## src/rtl/axis_frame_gen.sv

```systemverilog
// AXI4-Stream traffic generator: emits framed incrementing, constant or LFSR
// data with configurable frame length, frame count and inter-frame gap.
module axis_frame_gen #(
    parameter int                    DATA_WIDTH = 32,
    parameter int                    LEN_WIDTH  = 16,
    parameter int                    GAP_WIDTH  = 8,
    parameter logic [DATA_WIDTH-1:0] LFSR_POLY  = 32'h80200003
) (
    input  logic                    aclk,
    input  logic                    areset,
    input  logic                    start,
    input  logic                    stop,
    input  logic [1:0]              pattern,
    input  logic [DATA_WIDTH-1:0]   seed,
    input  logic [LEN_WIDTH-1:0]    frame_len,
    input  logic [7:0]              num_frames,
    input  logic [GAP_WIDTH-1:0]    gap,
    output logic [DATA_WIDTH-1:0]   m_axis_tdata,
    output logic                    m_axis_tvalid,
    input  logic                    m_axis_tready,
    output logic                    m_axis_tlast,
    output logic [DATA_WIDTH/8-1:0] m_axis_tkeep,
    output logic [DATA_WIDTH/8-1:0] m_axis_tstrb,
    output logic                    busy,
    output logic                    done,
    output logic [15:0]             frames_sent
);
    localparam int                    KEEP_W = DATA_WIDTH / 8;
    localparam logic [DATA_WIDTH-1:0] ONE_D  = 1;
    localparam logic [LEN_WIDTH-1:0]  ONE_L  = 1;
    localparam logic [GAP_WIDTH-1:0]  ONE_G  = 1;
    localparam logic [KEEP_W-1:0]     KEEP_1 = '1;

    typedef enum logic [1:0] {IDLE, SEND, GAP} state_t;

    state_t                 state;
    logic [1:0]             cfg_pattern;
    logic [DATA_WIDTH-1:0]  cfg_seed;
    logic [LEN_WIDTH-1:0]   cfg_len;
    logic [7:0]             cfg_num;
    logic [GAP_WIDTH-1:0]   cfg_gap;
    logic [GAP_WIDTH-1:0]   gap_cnt;
    logic [LEN_WIDTH-1:0]   beat_cnt;
    logic                   stop_seen;

    logic [LEN_WIDTH-1:0]   len_in;
    logic [DATA_WIDTH-1:0]  seed_in;
    logic [15:0]            fs_inc;
    logic                   stop_now;
    logic                   run_end;

    function automatic logic [DATA_WIDTH-1:0] next_data(input logic [DATA_WIDTH-1:0] d,
                                                        input logic [1:0]            pat);
        case (pat)
            2'b01:   return d;
            2'b10:   return (d >> 1) ^ (d[0] ? LFSR_POLY : '0);
            default: return d + ONE_D;
        endcase
    endfunction

    // An all-zero LFSR state would lock up, so a zero seed is promoted to 1.
    assign len_in   = (frame_len == '0) ? ONE_L : frame_len;
    assign seed_in  = (pattern == 2'b10 && seed == '0) ? ONE_D : seed;
    assign fs_inc   = frames_sent + 16'd1;
    assign stop_now = stop_seen | stop;
    assign run_end  = stop_now | ((cfg_num != 8'd0) && (fs_inc == {8'd0, cfg_num}));

    always_ff @(posedge aclk or posedge areset) begin
        if (areset) begin
            state         <= IDLE;
            cfg_pattern   <= '0;
            cfg_seed      <= '0;
            cfg_len       <= '0;
            cfg_num       <= '0;
            cfg_gap       <= '0;
            gap_cnt       <= '0;
            beat_cnt      <= '0;
            stop_seen     <= 1'b0;
            m_axis_tdata  <= '0;
            m_axis_tvalid <= 1'b0;
            m_axis_tlast  <= 1'b0;
            m_axis_tkeep  <= '0;
            m_axis_tstrb  <= '0;
            busy          <= 1'b0;
            done          <= 1'b0;
            frames_sent   <= '0;
        end else begin
            done <= 1'b0;
            case (state)
                IDLE: begin
                    if (start) begin
                        cfg_pattern   <= pattern;
                        cfg_seed      <= seed_in;
                        cfg_len       <= len_in;
                        cfg_num       <= num_frames;
                        cfg_gap       <= gap;
                        beat_cnt      <= '0;
                        stop_seen     <= 1'b0;
                        frames_sent   <= '0;
                        m_axis_tdata  <= seed_in;
                        m_axis_tvalid <= 1'b1;
                        m_axis_tlast  <= (len_in == ONE_L);
                        m_axis_tkeep  <= KEEP_1;
                        m_axis_tstrb  <= KEEP_1;
                        busy          <= 1'b1;
                        state         <= SEND;
                    end
                end
                SEND: begin
                    if (stop) stop_seen <= 1'b1;
                    if (m_axis_tvalid && m_axis_tready) begin
                        if (!m_axis_tlast) begin
                            beat_cnt     <= beat_cnt + ONE_L;
                            m_axis_tdata <= next_data(m_axis_tdata, cfg_pattern);
                            m_axis_tlast <= (beat_cnt + ONE_L == cfg_len - ONE_L);
                        end else begin
                            frames_sent <= fs_inc;
                            beat_cnt    <= '0;
                            if (run_end) begin
                                m_axis_tvalid <= 1'b0;
                                m_axis_tlast  <= 1'b0;
                                m_axis_tkeep  <= '0;
                                m_axis_tstrb  <= '0;
                                busy          <= 1'b0;
                                done          <= 1'b1;
                                state         <= IDLE;
                            end else if (cfg_gap == '0) begin
                                m_axis_tdata <= cfg_seed;
                                m_axis_tlast <= (cfg_len == ONE_L);
                            end else begin
                                m_axis_tvalid <= 1'b0;
                                m_axis_tlast  <= 1'b0;
                                m_axis_tkeep  <= '0;
                                m_axis_tstrb  <= '0;
                                gap_cnt       <= cfg_gap - ONE_G;
                                state         <= GAP;
                            end
                        end
                    end
                end
                GAP: begin
                    if (stop_now) begin
                        busy  <= 1'b0;
                        done  <= 1'b1;
                        state <= IDLE;
                    end else if (gap_cnt == '0) begin
                        m_axis_tdata  <= cfg_seed;
                        m_axis_tvalid <= 1'b1;
                        m_axis_tlast  <= (cfg_len == ONE_L);
                        m_axis_tkeep  <= KEEP_1;
                        m_axis_tstrb  <= KEEP_1;
                        state         <= SEND;
                    end else begin
                        gap_cnt <= gap_cnt - ONE_G;
                    end
                end
                default: state <= IDLE;
            endcase
        end
    end
endmodule

```

## config.mk

```make
export PLATFORM = sky130hd
export DESIGN_NAME = axis_frame_gen
export DESIGN_NICKNAME = d
export VERILOG_FILES = /design/src/rtl/axis_frame_gen.sv
export SDC_FILE = /design/constraint.sdc
export NUM_CORES = 1
export LEC_CHECK = 0
export CORE_MARGIN = 2
export CORE_UTILIZATION = 40
export DETAILED_ROUTE_END_ITERATION = 8
export MAX_ROUTING_LAYER = met4
export PLACE_DENSITY_LB_ADDON = 0.05
export SLEW_MARGIN = 20
export SYNTH_ARGS = -nofsm -noshare
export SYNTH_HDL_FRONTEND = slang
export SYNTH_SLANG_ARGS = --single-unit
```

## constraint.sdc

```tcl
create_clock -name aclk -period 8.27 [get_ports aclk]
set_input_delay 0.827 -clock aclk [delete_from_list [all_inputs] [get_ports aclk]]
set_output_delay 0.827 -clock aclk [all_outputs]
set_load 0.05 [all_outputs]
```

==> run_results.csv, run 1 <==
group,metric,value,unit
outcome,outcome,"finished clean",
logic_synthesis,synth_enable_flop_cells,0,
finish,multi_input_area,0.00503,mm2
setup_path,critical_path_start_end_classification,"reg -> reg",
cts,clk_pin_slew_worst_paths,0.06,ns
sta,report.final.slew_viol_count,0,
place,place.gp.congestion,0.772,
floorplan,die_height,154,um
sta,worst_clock_skew,0.00993,ns
floorplan,chipWidth,154,um
floorplan,initial_core_util,0.409,
finish,nets,1170,
floorplan,core_area,0.0220,mm2
sta,rsz0062_at_grt,"no",
routing,detail-route-antenna-nets,0,
sta,timing_worst_slew_pin_value,0.988,ns
setup_path,timing.critical_path.fanout_max,60,
sta,postLayoutSetupSlackWorst,4.83,ns
global_routing,maximum_number_of_pins_on_one_net_before_global_route_repair,80,
routing,vias,7837,
routing,wl,24.8,mm
power_and_ir_drop,pwr_density_cell,397,mW/mm2
finish,num-fill-cells,2089,
place,port-buffer-count,130,
setup_path,crit_slowest_cell,"sky130_fd_sc_hd__dfrtp_1",
sta,timing.slew.headroom,0.341,
logic_synthesis,synth_cell_types,66,
cts,tritoncts,"done",
logic_synthesis,avgSynthCellArea,9.05,um2
cts,cts_sinks,145,
global_routing,gr-usage-met1,0.307,
setup_path,cp_cell_sequence,"ha_1, nand3_2, nor4_4, nand4b_1, a211oi_2, nand4_1, a31oi_4, buf_4, mux2_1",
cts,cts_max_path_buffers,2,
logic_synthesis,synth-warning-count,0,
sta,fin_crit,3.44,ns
finish,post_route_cells_drive_above_1_share,0.111,
place,pre_cts_slack,4.85,ns
finish,area_delta_synth_final,22.9,%
sta,final_period_util,0.416,
cts,clock_insertion_delay_worst_skew,0.42,ns
global_routing,gr-usage-met2,0.335,
finish,regArea,0.00363,mm2
logic_synthesis,synth-async-reset-ratio,1.00,
cts,cts-root-buf,"sky130_fd_sc_hd__clkbuf_16",
logic_synthesis,postSynthRegisterBits,145,
floorplan,boundaryPins,131,
logic_synthesis,synth_nets,1074,
sta,timing_hold_violations_final,0,
global_routing,grt_first_pass_wirelength,40.4,mm
floorplan,floorplan.rows,54,
place,sum_of_net_half_perimeters_after_detailed_placement,17.1,mm
cts,cts_inserted_buffers,17,
logic_synthesis,ys_dominant_reg_cell,"sky130_fd_sc_hd__dfrtp_1",
finish,antenna_cells,0,
routing,detailedRoute.firstPassIterationCount,5,
logic_synthesis,synthDominantAreaCellType,"sky130_fd_sc_hd__dfrtp_1",
sta,final.setup.tns,0,ns
logic_synthesis,synth_area,0.00898,mm2
power_and_ir_drop,leakage,4.28,nW
sta,achievable-frequency,0.290,GHz
setup_path,end_kind,"register",
global_routing,grt_overflow_total,0,
routing,drt-wirelength-per-cell,17.9,um
routing,drt-vias-per-instance,5.67,
global_routing,grt_pass1_vias,7436,
cts,post_cts_resize_count,0,
global_routing,grtUsageTotal,0.219,
setup_path,worstSetupStartpointType,"register",
power_and_ir_drop,max_vdd_drop,0.260,mV
setup_path,cp_slowest_stage_delay,0.48,ns
hold_path,holdCritPathClass,"reg -> reg",
logic_synthesis,synth-seq-area-share,0.404,
sta,setup-violations-final,0,
cts,post_cts_setup_bufs,0,
setup_path,worstPathArrival,3.75,ns
routing,detail_route.drc_violations,0,
cts,cts-hold-fix-buffers,0,
flow_run,cap_violations,0,
routing,detailedRoute.firstIterationViolations,526,
setup_path,cp_data_required_time,8.57,ns
cts,ctsHtreeMaxLevel,4,
floorplan,floorplan.die_area,0.0237,mm2
logic_synthesis,synth.top_cell.area_share,0.404,
global_routing,number_of_antenna_violations_at_the_first_check_in_global_routing,0,
global_routing,global_route.peak_usage_layer,"met2",
logic_synthesis,syn_inst,993,
global_routing,grtUsageMet3,0.0341,
logic_synthesis,netlist_top_cells_area,"sky130_fd_sc_hd__dfrtp_1 (40%), sky130_fd_sc_hd__mux2_2 (8.4%), sky130_fd_sc_hd__xnor2_1 (5.9%)",
## per-layer routing
metal	share of wire	up-vias
met2	0.46	196
met3	0.039	18
li1	-	3805
met4	0.0096	0
met5	0	-
met1	0.49	3818
## Yosys cell counts (8+ instances only)
master                     instances
sky130_fd_sc_hd__o21ai_1          16
sky130_fd_sc_hd__mux2_2           67
sky130_fd_sc_hd__xor2_1           22
sky130_fd_sc_hd__o31ai_1          13
sky130_fd_sc_hd__buf_1             9
sky130_fd_sc_hd__buf_4             8
sky130_fd_sc_hd__xnor2_1          61
sky130_fd_sc_hd__a211oi_1         18
sky130_fd_sc_hd__nor3_1           19
sky130_fd_sc_hd__nand4_1          20
sky130_fd_sc_hd__o21ai_0          89
sky130_fd_sc_hd__clkbuf_1         30
sky130_fd_sc_hd__a221oi_1         13
sky130_fd_sc_hd__nor2_1          102
sky130_fd_sc_hd__buf_2            14
sky130_fd_sc_hd__inv_1            16
sky130_fd_sc_hd__ha_1             10
sky130_fd_sc_hd__and3_1           18
sky130_fd_sc_hd__nor4_1           21
sky130_fd_sc_hd__nand3_1          31
sky130_fd_sc_hd__or3_1             9
sky130_fd_sc_hd__nand2_1          99
sky130_fd_sc_hd__a21oi_1          32
sky130_fd_sc_hd__dfrtp_1         145
## critical path, delay by kind of cell, from the launching register on
kind,cells,cell delay [ns]
compound gates,2,0.51
fa+ha+maj,1,0.29
buf+inv,1,0.48
flops,1,0.48
mux,1,0.37
simple gates,4,1.14
## state kept, by name (all words and copies together), names as in the netlist
register,count
m_axis_tstrb,1
state,2
m_axis_tdata,32
busy,1
frames_sent,16
cfg_seed,32
beat_cnt,16
done,1
gap_cnt,8
cfg_gap,8
cfg_pattern,2
cfg_num,8
m_axis_tlast,1
cfg_len,16
stop_seen,1
## layout by cell type (no fill, tap or decap), types with 10 or more instances in the layout
cell and count:
sky130_fd_sc_hd__dfrtp_1 145, sky130_fd_sc_hd__o21ai_1 15, sky130_fd_sc_hd__ha_1 10, sky130_fd_sc_hd__and3_1 18, sky130_fd_sc_hd__a211oi_1 18, sky130_fd_sc_hd__a221oi_1 13, sky130_fd_sc_hd__inv_1 15, sky130_fd_sc_hd__nand3_1 31
sky130_fd_sc_hd__clkdlybuf4s50_1 130, sky130_fd_sc_hd__clkbuf_16 17, sky130_fd_sc_hd__o21ai_0 89, sky130_fd_sc_hd__nor3_1 19, sky130_fd_sc_hd__mux2_2 67, sky130_fd_sc_hd__nand2_1 98, sky130_fd_sc_hd__xnor2_1 61, sky130_fd_sc_hd__nor2_1 102
sky130_fd_sc_hd__a21oi_1 32, sky130_fd_sc_hd__xor2_1 22, sky130_fd_sc_hd__o31ai_1 13, sky130_fd_sc_hd__nand4_1 20, sky130_fd_sc_hd__nor4_1 21
## path summary, 6_finish.rpt
check	slack, ns	endpoint	from	depth (start not counted)
min	0.49	cfg_seed[0]	cfg_seed[0]	2
max reg2reg	4.83	m_axis_tdata[9]	frames_sent[0]	9
max	4.83	m_axis_tdata[9]	frames_sent[0]	9
min reg2reg	0.49	cfg_seed[0]	cfg_seed[0]	2
min in group asynchronous	0.91	cfg_num[3]	areset	2
max in group asynchronous	5.98	m_axis_tdata[19]	areset	3
## stage by stage
| step | util | power [mW] | cells | hold WS [ns] | cell area [um2] |
|---|---|---|---|---|---|
| finish | 0.503 | 4.38 | 1382 | 0.489 | 11000 |
| global placement | 0.475 | 3.58 | 1350 | 0.468 | 10400 |
| global route | 0.503 | 4.70 | 1382 | 0.518 | 11000 |
| floorplan | - | 2.96 | 993 | 0.450 | 8980 |
| CTS | 0.503 | 4.42 | 1382 | 0.494 | 11000 |
| detailed placement | 0.475 | 3.61 | 1350 | 0.479 | 10400 |
## cell families (layout without fill, tap and decap cells)
group | after synthesis | in the layout | synth area share
compound gates | 234 | 234 | 0.164
mux | 74 | 74 | 0.0921
simple gates | 369 | 369 | 0.206
fa+ha+maj | 10 | 10 | 0.0139
buf+inv | 78 | 187 | 0.0387
xor+xnor | 83 | 83 | 0.0809
flops | 145 | 145 | 0.404
## layout make-up
type	instances	area share
clock buffer	20	0.0404
clock inverter	12	0.0143
sequential	145	0.329
inverter	16	0.00589
tap	280	0.0317
timing repair buffer	139	0.124
multi-input combinational	770	0.455
## power breakdown
part	total [mW]	internal [mW]	switching, mW
sequential	1.36	1.00	0.355
combinational	2.23	0.899	1.33
clock	0.799	0.483	0.315
total	4.38	2.39	2.00
(Power assumes the default switching activity.)
==> inputs of run 2 (changes only) <==
==> constraint.sdc (replaced) <==
create_clock -name aclk -period 2.95 [get_ports aclk]
set_input_delay 0.295 -clock aclk [delete_from_list [all_inputs] [get_ports aclk]]
set_output_delay 0.295 -clock aclk [all_outputs]
set_load 0.05 [all_outputs]
==> run_results.csv, run 2 (synthesis gave the netlist of run 1 again) <==
group,metric,value,unit
hold_path,holdCritPathClass,"in -> async",
cts,tritoncts,"done",
power_and_ir_drop,pwr_density_cell,1110,mW/mm2
floorplan,boundaryPins,131,
setup_path,critical_path_start_end_classification,"reg -> reg",
cts,cts-root-buf,"sky130_fd_sc_hd__clkbuf_16",
routing,detail_route.drc_violations,0,
finish,antenna_cells,0,
power_and_ir_drop,swShare,0.456,
sta,final_period_util,0.934,
cts,clk_pin_slew_worst_paths,0.07,ns
sta,report.final.slew_viol_count,0,
setup_path,cp_data_required_time,3.27,ns
power_and_ir_drop,power_frac_seq,0.299,
global_routing,grtUsageTotal,0.226,
floorplan,chipWidth,154,um
routing,drt-vias-per-instance,5.60,
setup_path,cp_cell_sequence,"ha_2, nand3_4, nor3_2, a31oi_1, nor4_2, buf_4, nand4_1, a31oi_4, buf_12, mux2_1",
sta,timing.slew.headroom,0.530,
power_and_ir_drop,power_frac_clock,0.169,
cts,cts_sinks,145,
setup_path,worstSetupStartpointType,"register",
sta,timing_worst_slew_pin_value,0.704,ns
sta,achievable-frequency,0.363,GHz
setup_path,ff2ff_path_depth,10,
outcome,outcome,"finished clean",
power_and_ir_drop,internal_power,6.87,mW
finish,leading_cell_types_in_the_layout_fill_and_taps_excluded,"sky130_fd_sc_hd__dfrtp_1 (139), sky130_fd_sc_hd__clkdlybuf4s50_1 (130), sky130_fd_sc_hd__nor2_1 (102)",
cts,cts_max_path_buffers,2,
global_routing,grt_overflow_total,0,
floorplan,floorplan.die_area,0.0237,mm2
power_and_ir_drop,p_sw,5.76,mW
setup_path,timing.critical_path.fanout_max,15,
floorplan,core_area,0.0220,mm2
setup_path,critical_path.n_buffers_inverters,2,
setup_path,timing.critical_path.depth,10,
setup_path,cp_slowest_stage_delay,0.36,ns
global_routing,grt_pass1_vias,7677,
cts,cts-hold-fix-buffers,0,
global_routing,grt_first_pass_wirelength,41.7,mm
power_and_ir_drop,finalPower,12.6,mW
global_routing,number_of_antenna_violations_at_the_first_check_in_global_routing,0,
power_and_ir_drop,max_vdd_drop,0.483,mV
place,port-buffer-count,130,
floorplan,die_height,154,um
finish,final_cells,1422,
sta,setup-violations-final,0,
cts,clock_insertion_delay_worst_skew,0.43,ns
routing,drt-wirelength-per-cell,17.9,um
sta,fin_crit,2.76,ns
power_and_ir_drop,leakage,4.49,nW
power_and_ir_drop,fraction_of_power_consumed_by_combinational_cells,0.532,
finish,layout.cells.most_common,"sky130_fd_sc_hd__dfrtp_1",
setup_path,crit_slowest_cell,"sky130_fd_sc_hd__dfrtp_2",
setup_path,path_delay_family,"simple AND/OR/NAND/NOR gates",
routing,detail-route-antenna-nets,0,
setup_path,worstPathArrival,3.07,ns
finish,design_area,0.0114,mm2
finish,area_delta_synth_final,27.1,%
setup_path,rrSetupSlack,0.19,ns
place,sum_of_net_half_perimeters_after_detailed_placement,18.4,mm
finish,post_route_cells_drive_above_1_share,0.151,
finish,num-fill-cells,2052,
setup_path,end_kind,"register",
routing,vias,7970,
place,dpl-instance-area,0.0107,mm2
routing,detailedRoute.firstPassIterationCount,5,
floorplan,floorplan.rows,54,
cts,ctsHtreeMaxLevel,4,
place,dpl.cell_count,1385,
global_routing,maximum_number_of_pins_on_one_net_before_global_route_repair,46,
routing,detailedRoute.firstIterationViolations,486,
finish,nets,1210,
sta,timing_hold_violations_final,0,
place,place.gp.congestion,0.842,
floorplan,initial_core_util,0.409,
cts,cts_inserted_buffers,17,
flow_run,cap_violations,0,
sta,worst_clock_skew,0.0123,ns
finish,layout_top_registers,"cfg_seed (32), m_axis_tdata (32)",
routing,wl,25.5,mm
## run 2: final timing paths
| check | start | end |
|---|---|---|
| setup / recovery | frames_sent[0] | m_axis_tdata[14] |
| setup reg to reg | frames_sent[0] | m_axis_tdata[14] |
| hold reg to reg | cfg_seed[0] | cfg_seed[0] |
| min in group aclk | num_frames[3] | cfg_num[3] |
| max in group asynchronous | areset | frames_sent[7] |
| hold / removal | areset | cfg_seed[24] |
## run 2: routing by layer
metal	up-vias	GRT usage	wire length [um]
met4	0	0.0516	287
met2	208	0.350	11900
li1	3901	-	-
met3	22	0.0355	1030
met5	-	-	0
met1	3839	0.313	12300
## run 2: final cells by class
type / instances / area [um2] / area share
multi-input combinational: 770 / 5060 / 0.443
timing repair buffer: 179 / 1740 / 0.152
inverter: 16 / 63.8 / 0.00559
clock inverter: 13 / 129 / 0.0113
clock buffer: 19 / 443 / 0.0388
sequential: 145 / 3640 / 0.319
tap: 280 / 350 / 0.0307
## run 2: per-stage QoR
stage	TNS, ns	util	hold WS [ns]	worst slack, ns
6_report	0	0.520	0.301	0.194
5_1_grt	-0.00309	0.520	0.328	-0.00309
4_1_cts	0	0.516	0.306	0.0537
3_5_place_dp	0	0.490	0.475	0.0796
3_3_place_gp	0	0.490	0.469	0.125
2_1_floorplan	0	-	0.446	0.0721
## run 2: power by group through the flow
stage / clock, mW / combinational [mW] / sequential, mW
floorplan: 0 / 3.98 / 4.33
global placement: 0 / 6.56 / 3.80
detailed placement: 0 / 6.61 / 3.80
CTS: 2.19 / 6.64 / 3.77
global route: 2.27 / 7.35 / 3.91
finish: 2.13 / 6.72 / 3.77
## run 2: repair_timing
action | in CTS | in global routing
resized for setup | 0 | 9
setup buffers | 0 | 4
setup endpoints to repair | 0 | 19
==> inputs of run 3 (changes only) <==
==> constraint.sdc (replaced) <==
create_clock -name aclk -period 2.35 [get_ports aclk]
set_input_delay 0.235 -clock aclk [delete_from_list [all_inputs] [get_ports aclk]]
set_output_delay 0.235 -clock aclk [all_outputs]
set_load 0.05 [all_outputs]
==> run_results.csv, run 3 (synthesis gave the netlist of run 1 again) <==
group,metric,value,unit
setup_path,cp_cell_sequence,"ha_4, nand3_4, buf_6, nor4_1, a31oi_4, a2bb2oi_2, nand4_1, a31oi_4, buf_12, mux2_1",
global_routing,grt_overflow_total,0,
place,dpl-instance-area,0.0118,mm2
cts,cts-hold-fix-buffers,0,
finish,layout.cells.most_common,"sky130_fd_sc_hd__buf_4",
cts,clk_pin_slew_worst_paths,0.07,ns
power_and_ir_drop,pwr_density_cell,1360,mW/mm2
setup_path,timing.critical_path.fanout_max,10,
setup_path,cp_slowest_stage_delay,0.48,ns
flow_run,cap_violations,0,
sta,postLayoutSetupSlackWorst,-0.289,ns
sta,timing.slew.headroom,0.592,
place,port-buffer-count,130,
routing,detail-route-antenna-nets,0,
place,place.gp.congestion,0.841,
routing,wl,26.4,mm
finish,final_cells,1551,
floorplan,chipWidth,154,um
cts,clock_insertion_delay_worst_skew,0.43,ns
global_routing,maximum_number_of_pins_on_one_net_before_global_route_repair,77,
place,sum_of_net_half_perimeters_after_detailed_placement,19.0,mm
place,pre_cts_slack,-0.335,ns
cts,cts_sinks,145,
sta,worst_clock_skew,0.0128,ns
place,dpl.cell_count,1510,
sta,rsz0062_at_grt,"yes",
cts,cts-root-buf,"sky130_fd_sc_hd__clkbuf_16",
sta,fin_crit,2.64,ns
finish,antenna_cells,0,
routing,detail_route.drc_violations,0,
cts,tritoncts,"done",
setup_path,critical_path_start_end_classification,"reg -> reg",
setup_path,worstSetupStartpointType,"register",
finish,leading_cell_types_in_the_layout_fill_and_taps_excluded,"sky130_fd_sc_hd__buf_4 (159), sky130_fd_sc_hd__dfrtp_1 (132), sky130_fd_sc_hd__clkdlybuf4s50_1 (130)",
floorplan,floorplan.die_area,0.0237,mm2
setup_path,worstPathArrival,2.95,ns
finish,post_route_cells_drive_above_1_share,0.264,
sta,timing_hold_violations_final,0,
floorplan,boundaryPins,131,
hold_path,holdCritPathClass,"in -> async",
setup_path,crit_slowest_cell,"sky130_fd_sc_hd__nor4_1",
setup_path,critical_path.n_buffers_inverters,2,
sta,achievable-frequency,0.379,GHz
setup_path,cp_data_required_time,2.66,ns
routing,detailedRoute.firstPassIterationCount,5,
floorplan,initial_core_util,0.409,
routing,drt-wirelength-per-cell,17.0,um
global_routing,grtUsageTotal,0.231,
finish,num-fill-cells,1977,
global_routing,number_of_antenna_violations_at_the_first_check_in_global_routing,0,
finish,area_delta_synth_final,41.8,%
power_and_ir_drop,max_vdd_drop,0.786,mV
sta,report.final.slew_viol_count,0,
global_routing,grt_first_pass_wirelength,42.8,mm
setup_path,cp_common_cell,"sky130_fd_sc_hd__a31oi_4",
floorplan,die_height,154,um
floorplan,core_area,0.0220,mm2
floorplan,floorplan.rows,54,
finish,layout_top_registers,"cfg_seed (32), m_axis_tdata (32)",
sta,setup-violations-final,45,
cts,cts_inserted_buffers,17,
outcome,failed_checks,"setup timing",
global_routing,grt_pass1_vias,8264,
routing,vias,8443,
finish,design_area,0.0127,mm2
setup_path,path_delay_family,"simple AND/OR/NAND/NOR gates",
finish,nets,1340,
cts,ctsHtreeMaxLevel,4,
routing,drt-vias-per-instance,5.44,
routing,detailedRoute.firstIterationViolations,541,
cts,cts_max_path_buffers,2,
power_and_ir_drop,leakage,5.23,nW
setup_path,end_kind,"register",
outcome,outcome,"finished, violations left",
finish,final_util,0.580,
sta,timing_worst_slew_pin_value,0.607,ns
sta,final_period_util,1.12,
==> run 3: cell types whose count changed in the layout (fill, tap and decap cells not counted), moves of 5 or more <==
cell and change:
sky130_fd_sc_hd__buf_4 +115, sky130_fd_sc_hd__buf_6 +13, sky130_fd_sc_hd__dfrtp_1 -7, sky130_fd_sc_hd__dfrtp_2 +7, sky130_fd_sc_hd__o21ai_0 -6, sky130_fd_sc_hd__o21ai_1 +5
==> run 3: what timing repair did <==
item / in CTS / in global routing
endpoints found under the setup margin: 45 / 46
setup buffers: 2 / 8
gates cloned: 0 / 0
pin swaps: 12 / 18
resized for setup: 16 / 36
==> run 3: final cells by class <==
cell class,instances,area [um2],share of cell area
multi-input combinational,770,5280,0.415
sequential,145,3640,0.286
timing repair buffer,309,2780,0.218
clock buffer,18,439,0.0345
tap,280,350,0.0275
clock inverter,13,176,0.0138
inverter,16,63.8,0.00501
==> run 3: path summary, 6_finish.rpt <==
path,start,endpoint,slack (ns),cells past startpoint
setup / recovery,frames_sent[1],m_axis_tdata[14],-0.29,10
hold / removal,areset,cfg_seed[25],0.28,3
setup reg to reg,frames_sent[1],m_axis_tdata[14],-0.29,10
hold reg to reg,cfg_seed[0],cfg_seed[0],0.49,2
max in group asynchronous,areset,m_axis_tdata[0],1.68,3
min in group aclk,num_frames[1],cfg_num[1],0.42,2
==> run 3: worst register-to-register path, stage by stage (launching register included) <==
cell and delay [ns]:
sky130_fd_sc_hd__dfrtp_2 0.39, sky130_fd_sc_hd__ha_4 0.17, sky130_fd_sc_hd__nand3_4 0.11, sky130_fd_sc_hd__buf_6 0.14, sky130_fd_sc_hd__nor4_1 0.48, sky130_fd_sc_hd__a31oi_4 0.06, sky130_fd_sc_hd__a2bb2oi_2 0.19, sky130_fd_sc_hd__nand4_1 0.22
sky130_fd_sc_hd__a31oi_4 0.28, sky130_fd_sc_hd__buf_12 0.16, sky130_fd_sc_hd__mux2_1 0.33
==> run 3: through the flow <==
step           setup TNS, ns  power [mW]  hold slack [ns]
2_1_floorplan          -7.24        10.6            0.386
3_3_place_gp           -8.14        14.0            0.466
3_5_place_dp           -9.84        14.1            0.474
4_1_cts                -8.85        17.1            0.328
5_1_grt               -13.68        18.5            0.357
6_report               -7.65        17.3            0.285
==> run 3: per-layer routing <==
layer / GRT usage / share of wire / vias to the layer above
met3: 0.0313 / 0.038 / 26
met5: - / 0 / -
li1: - / - / 4158
met1: 0.316 / 0.48 / 4074
met2: 0.362 / 0.47 / 185
met4: 0.0601 / 0.013 / 0
==> run 3: power by group <==
| group | total, mW | leakage [nW] | internal, mW | switching [mW] |
|---|---|---|---|---|
| registers | 4.38 | 1.78 | 3.54 | 0.844 |
| logic | 10.0 | 3.16 | 4.51 | 5.54 |
| clock network | 2.89 | 0.292 | 1.72 | 1.17 |
